[config.mk]
export PLATFORM = sky130hd
export DESIGN_NAME = alu_result_demux4_flat
export DESIGN_NICKNAME = d
export VERILOG_FILES = /design/src/rtl/alu_result_demux4_if.sv /design/src/rtl/alu_result_demux4.sv /design/src/flat_wrapper.sv
export SDC_FILE = /design/constraint.sdc
export NUM_CORES = 1
export LEC_CHECK = 0
export BUFFER_PORTS_ARGS = -buffer_cell sky130_fd_sc_hd__buf_2
export CORE_ASPECT_RATIO = 0.5
export CORE_UTILIZATION = 45
export CTS_BUF_LIST = sky130_fd_sc_hd__clkbuf_16
export DETAILED_ROUTE_END_ITERATION = 8
export PLACE_DENSITY = 0.75
export SYNTH_ARGS = -nofsm -noshare
export SYNTH_HDL_FRONTEND = slang
export SYNTH_SLANG_ARGS = --single-unit
[constraint.sdc]
create_clock -name clk -period 1.6 [get_ports clk]
set_input_delay 0.08 -clock clk [delete_from_list [all_inputs] [get_ports clk]]
set_output_delay 0.08 -clock clk [all_outputs]
set_load 0.05 [all_outputs]
[src/rtl/alu_result_demux4_if.sv]
// Bundle of the result-demux handshake: one producer stream in, four
// independently stalled lanes plus their delivery counters out.
interface alu_result_demux4_if #(
  parameter int WIDTH = 32,
  parameter int CNT_W = 8
);
  logic             in_valid;
  logic             in_ready;
  logic [WIDTH-1:0] in_data;
  logic             sel1;
  logic             sel0;
  logic [3:0]       out_valid;
  logic [3:0]       out_ready;
  logic [WIDTH-1:0] out_data0;
  logic [WIDTH-1:0] out_data1;
  logic [WIDTH-1:0] out_data2;
  logic [WIDTH-1:0] out_data3;
  logic [CNT_W-1:0] lane_count0;
  logic [CNT_W-1:0] lane_count1;
  logic [CNT_W-1:0] lane_count2;
  logic [CNT_W-1:0] lane_count3;

  // Producer/consumer side: drives the result stream and per-lane ready.
  modport master (
    output in_valid, in_data, sel1, sel0, out_ready,
    input  in_ready, out_valid,
    input  out_data0, out_data1, out_data2, out_data3,
    input  lane_count0, lane_count1, lane_count2, lane_count3
  );

  // Demux side.
  modport slave (
    input  in_valid, in_data, sel1, sel0, out_ready,
    output in_ready, out_valid,
    output out_data0, out_data1, out_data2, out_data3,
    output lane_count0, lane_count1, lane_count2, lane_count3
  );
endinterface

[src/rtl/alu_result_demux4.sv]
// Registered 1-to-4 ALU result demultiplexer: each lane holds one result
// behind its own valid/ready handshake and counts completed deliveries.
module alu_result_demux4 #(
  parameter int WIDTH = 32,
  parameter int CNT_W = 8
) (
  input  logic              clk,
  input  logic              rst_n,
  alu_result_demux4_if.slave bus
);

  typedef enum logic [0:0] {
    LANE_EMPTY = 1'b0,
    LANE_FULL  = 1'b1
  } lane_state_e;

  localparam logic [CNT_W-1:0] CNT_MAX = {CNT_W{1'b1}};
  localparam logic [CNT_W-1:0] CNT_ONE = {{(CNT_W-1){1'b0}}, 1'b1};

  lane_state_e      state_r     [4];
  lane_state_e      state_nxt_s [4];
  logic [WIDTH-1:0] data_r      [4];
  logic [CNT_W-1:0] count_r     [4];

  logic [1:0] sel_s;
  logic [3:0] full_s;
  logic [3:0] drain_s;
  logic [3:0] accept_s;
  logic       in_ready_s;

  // Lane state register.
  always_ff @(posedge clk or negedge rst_n) begin
    if (!rst_n) begin
      for (int i = 0; i < 4; i++) state_r[i] <= LANE_EMPTY;
    end else begin
      for (int i = 0; i < 4; i++) state_r[i] <= state_nxt_s[i];
    end
  end

  // Lane next-state: a same-cycle accept wins over a drain (reload path).
  always_comb begin
    for (int i = 0; i < 4; i++) begin
      state_nxt_s[i] = state_r[i];
      case (state_r[i])
        LANE_EMPTY: begin
          if (accept_s[i]) state_nxt_s[i] = LANE_FULL;
          else             state_nxt_s[i] = LANE_EMPTY;
        end
        LANE_FULL: begin
          if (accept_s[i])     state_nxt_s[i] = LANE_FULL;
          else if (drain_s[i]) state_nxt_s[i] = LANE_EMPTY;
          else                 state_nxt_s[i] = LANE_FULL;
        end
        default: state_nxt_s[i] = LANE_EMPTY;
      endcase
    end
  end

  // Lane outputs decoded from the state register.
  always_comb begin
    full_s = 4'b0000;
    for (int i = 0; i < 4; i++) begin
      if (state_r[i] == LANE_FULL) full_s[i] = 1'b1;
      else                         full_s[i] = 1'b0;
    end
  end

  // Input steering; only the selected lane can see an accept.
  always_comb begin
    sel_s      = {bus.sel1, bus.sel0};
    in_ready_s = ~full_s[sel_s] | bus.out_ready[sel_s];
    drain_s    = full_s & bus.out_ready;
    accept_s   = 4'b0000;
    if (bus.in_valid && in_ready_s) accept_s[sel_s] = 1'b1;
    else                            accept_s = 4'b0000;
  end

  // Holding registers keep their last value after draining.
  always_ff @(posedge clk or negedge rst_n) begin
    if (!rst_n) begin
      for (int i = 0; i < 4; i++) data_r[i] <= {WIDTH{1'b0}};
    end else begin
      for (int i = 0; i < 4; i++) begin
        if (accept_s[i]) data_r[i] <= bus.in_data;
        else             data_r[i] <= data_r[i];
      end
    end
  end

  // Saturating per-lane delivery counters.
  always_ff @(posedge clk or negedge rst_n) begin
    if (!rst_n) begin
      for (int i = 0; i < 4; i++) count_r[i] <= {CNT_W{1'b0}};
    end else begin
      for (int i = 0; i < 4; i++) begin
        if (drain_s[i] && (count_r[i] != CNT_MAX)) count_r[i] <= count_r[i] + CNT_ONE;
        else                                        count_r[i] <= count_r[i];
      end
    end
  end

  assign bus.in_ready    = in_ready_s;
  assign bus.out_valid   = full_s;
  assign bus.out_data0   = data_r[0];
  assign bus.out_data1   = data_r[1];
  assign bus.out_data2   = data_r[2];
  assign bus.out_data3   = data_r[3];
  assign bus.lane_count0 = count_r[0];
  assign bus.lane_count1 = count_r[1];
  assign bus.lane_count2 = count_r[2];
  assign bus.lane_count3 = count_r[3];

endmodule

[src/flat_wrapper.sv]
// flat-port wrapper written by rule: the top's interface ports become plain ports
module alu_result_demux4_flat 
#(
  parameter int WIDTH = 32,
  parameter int CNT_W = 8
)
  (clk, rst_n, bus_in_valid, bus_in_data, bus_sel1, bus_sel0, bus_out_ready, bus_in_ready, bus_out_valid, bus_out_data0, bus_out_data1, bus_out_data2, bus_out_data3, bus_lane_count0, bus_lane_count1, bus_lane_count2, bus_lane_count3);
  alu_result_demux4_if #(.WIDTH(WIDTH), .CNT_W(CNT_W)) bus_i ();
  input  logic clk;
  input  logic rst_n;
  input wire logic [$bits(bus_i.in_valid)-1:0] bus_in_valid;
  input wire logic [$bits(bus_i.in_data)-1:0] bus_in_data;
  input wire logic [$bits(bus_i.sel1)-1:0] bus_sel1;
  input wire logic [$bits(bus_i.sel0)-1:0] bus_sel0;
  input wire logic [$bits(bus_i.out_ready)-1:0] bus_out_ready;
  output wire logic [$bits(bus_i.in_ready)-1:0] bus_in_ready;
  output wire logic [$bits(bus_i.out_valid)-1:0] bus_out_valid;
  output wire logic [$bits(bus_i.out_data0)-1:0] bus_out_data0;
  output wire logic [$bits(bus_i.out_data1)-1:0] bus_out_data1;
  output wire logic [$bits(bus_i.out_data2)-1:0] bus_out_data2;
  output wire logic [$bits(bus_i.out_data3)-1:0] bus_out_data3;
  output wire logic [$bits(bus_i.lane_count0)-1:0] bus_lane_count0;
  output wire logic [$bits(bus_i.lane_count1)-1:0] bus_lane_count1;
  output wire logic [$bits(bus_i.lane_count2)-1:0] bus_lane_count2;
  output wire logic [$bits(bus_i.lane_count3)-1:0] bus_lane_count3;
  assign bus_i.in_valid = bus_in_valid;
  assign bus_i.in_data = bus_in_data;
  assign bus_i.sel1 = bus_sel1;
  assign bus_i.sel0 = bus_sel0;
  assign bus_i.out_ready = bus_out_ready;
  assign bus_in_ready = bus_i.in_ready;
  assign bus_out_valid = bus_i.out_valid;
  assign bus_out_data0 = bus_i.out_data0;
  assign bus_out_data1 = bus_i.out_data1;
  assign bus_out_data2 = bus_i.out_data2;
  assign bus_out_data3 = bus_i.out_data3;
  assign bus_lane_count0 = bus_i.lane_count0;
  assign bus_lane_count1 = bus_i.lane_count1;
  assign bus_lane_count2 = bus_i.lane_count2;
  assign bus_lane_count3 = bus_i.lane_count3;
  alu_result_demux4 #(.WIDTH(WIDTH), .CNT_W(CNT_W)) u_core (.clk(clk), .rst_n(rst_n), .bus(bus_i));
endmodule
==> metrics <==
die width=174 um; H-tree depth=4; layout cells sized above 1=between 60 and 70%; hpwl dp=10400 um; Final Slew Violations=0; post-synthesis async set-or-reset flop share=100%; Post-Syn Area=6680 um^2; Yosys reg bits=164; Max-Cap Viols=0; critical path buffer and inverter count=1; pin count of the biggest net entering global routing=45; worst endpoint required time=approximately 1.5 ns; TritonCTS clock tree=built; syn_area_per_cell=15.3 um^2; crit share post-route=100%; fmax=622 MHz; Root Buffer Master=clkbuf_16; Rows=31; leakage power=4.41 nW; CTS Sinks=~160; Yosys cell types=38; Vias/cell=4.97; global route overflow=0; clock skew=0.0186 ns; Layout area overhead=38.4%; worst slew pin tran=0.451 ns; Mapped Cells=436; clk buf depth=2; crit end category=output pin; flop-to-flop setup slack=around 0.040 ns; WL final=15900 um; commonest non-fill, non-tap cell in the layout=buf_2; pwr dens=1710 nW/um^2; peak supply drop=0.000944 V; Main synth FF type=dfrtp_1; die area=15400 um^2; sequential-to-total area share from yosys stat=between 60% and 70%; P_int=8.94 mW; Logic pwr share=38.5%; Sw Ratio=43.6%; Ports=206; CP delay by family, top=multiplexers; Synthesized Nets=481; synth warn=0; worst rel slew slack=69.9%; via count=4576; crit-path max cell delay=about 0.48 ns; failing checks=negative setup slack; CP max FO=4; Psw=6.90 mW; nets@finish=754; Total GRT Usage=20.2%; most frequent cells in the layout=buf_2, dfrtp_1, mux2_2, mux2_4, dlygate4sd3_1; vias in the first global route=4504; Cell Area, Placed=8060 um^2; drt drc=0; Post-synth EDFFs=0; status=finished with violations; design area=approximately 9200 um^2; clock latency on the worst-skew pair=0.42 ns; Hold Crit Class=in -> reg; starting density of the core=46.1%; CP max stage cell=mux4_2; global-route wire length before repair=roughly 24000 um; Clk pwr share=approximately a quarter; Worst Setup Path Type=reg -> out; endpoints failing hold=0; Data arrival, critical path=between 1.5 and 2 ns; Setup Viol. Count Final=1; Design Power=between 15 and 20 mW; die height=88.1 um; Routed WL per cell=about 17 um; ant diodes=0; RSZ-0062 raised after global routing=yes; crit path cell chain=nand2b_4, mux4_2, buf_8; Initial DRC Count=around 110; Inserted Clock Buffers=17; Setup WS post-layout=-0.00754 ns; Core Footprint=14500 um^2; Seq pwr share=between 30% and 40%; Core Util, Final=63.9%; Tmin final=1.61 ns; CP startpoint kind=register; Routed Antenna Nets=0; Pre-antenna DRT Iters=4; Final Wtd Congestion=0.837; I/O Buffers=roughly 210; initial antenna violation count=0; clk slew on worst S/H paths=0.06 ns
-- synthesized netlist by cell type (2+ instances only) --
library cell  number  area [um^2]
buf_6              7         78.8
and4_1             4         35.0
mux2_1             8         90.1
o21a_1             2         15.0
nand4_1            6         37.5
nor2_1            10         37.5
buf_12             3         60.1
xnor2_1           11         96.3
nor3_1             2         10.0
nand2_1           25         93.8
buf_2              4         20.0
and3_1             4         25.0
nand2b_1           5         31.3
mux2i_1            3         30.0
a21oi_1            6         30.0
xor2_1             3         26.3
inv_1              4         15.0
mux2_4            29          435
nand3_1           15         75.1
o21bai_1           3         22.5
ha_1               4         50.1
mux2_2            98         1100
and3_2             2         15.0
dfrtp_1          164         4100
-- final timing paths --
path / from / endpoint / cells after the start
hold / removal: bus_out_ready[1] / u_core.state_r[2] / 3
min in group asynchronous: rst_n / u_core.bus.out_data2[13] / 2
setup / recovery: u_core.state_r[1] / bus_in_ready / 3
setup reg to reg: u_core.state_r[1] / u_core.bus.out_data2[7] / 6
max in group asynchronous: rst_n / u_core.bus.lane_count1[4] / 3
hold reg to reg: u_core.bus.out_data2[13] / u_core.bus.out_data2[13] / 1
-- sequential cells by signal, summed over array words and instances, names as in the netlist --
name	cells
u_core.bus.lane_count0	8
u_core.bus.lane_count1	8
u_core.bus.lane_count2	8
u_core.bus.lane_count3	8
u_core.bus.out_data0	32
u_core.bus.out_data1	32
u_core.bus.out_data2	32
u_core.bus.out_data3	32
u_core.state_r	4
-- power groups by stage --
stage	combinational, mW	sequential [mW]	clock, mW
global placement	5.77	5.76	0
global route	6.35	5.87	4.25
floorplan	1.16	8.98	0
finish	6.09	5.75	3.99
CTS	5.96	5.74	4.07
detailed placement	5.85	5.81	0
-- final cells by class --
cell class	instances	area [um^2]
Inverter	4	15.0
Clock inverter	15	159
Clock buffer	17	425
Fill cell	1109	5230
Tap cell	198	248
Sequential cell	164	4130
Multi-Input combinational cell	254	2510
Timing Repair Buffer	268	1750
-- per-stage QoR --
step | hold slack, ns | worst slack (ns) | TNS, ns | instances
after floorplan | -0.216 | -0.0972 | -0.183 | 436
after global placement | 0.0380 | 0.0963 | 0 | 841
after detailed placement | 0.0379 | 0.0343 | 0 | 841
after CTS | 0.00325 | -0.0186 | -0.0186 | 913
after global routing | 0.0190 | -0.0565 | -0.0566 | 920
final | 0.0119 | -0.00754 | -0.00754 | 920
-- worst min-delay path, cell delays in order --
cell,delay (ns)
buf_2,0.12
nand2b_4,0.14
nand2_1,0.05
-- repair_timing --
item | 4_1_cts | 5_1_grt
setup buffers | 3 | 4
hold buffers | 37 | 0
endpoints found under the hold margin | 236 | 0
cloned | 0 | 3
pin swaps | 0 | 2
resized for setup | 6 | 22
endpoints found under the setup margin | 1 | 34
-- kinds of logic after synthesis --
logic type	count (synthesis)	synth area share, %
XOR/XNOR	14	1.84
buffers and inverters	18	2.60
adder cells (fa/ha/maj)	4	0.750
flip-flops	164	61.5
AND/OR/NAND/NOR	80	6.39
multiplexers	139	25.2
AO/OA/AOI/OAI	17	1.71
-- per-layer routing --
metal,vias up,global-route usage [%],part of all wire [%]
li1,2108,-,-
met4,0,6.70,1.2
met1,2348,27.0,47
met5,-,0,0
met2,103,33.4,49
met3,17,4.08,3.3
Power figures use the tool's default switching activity.
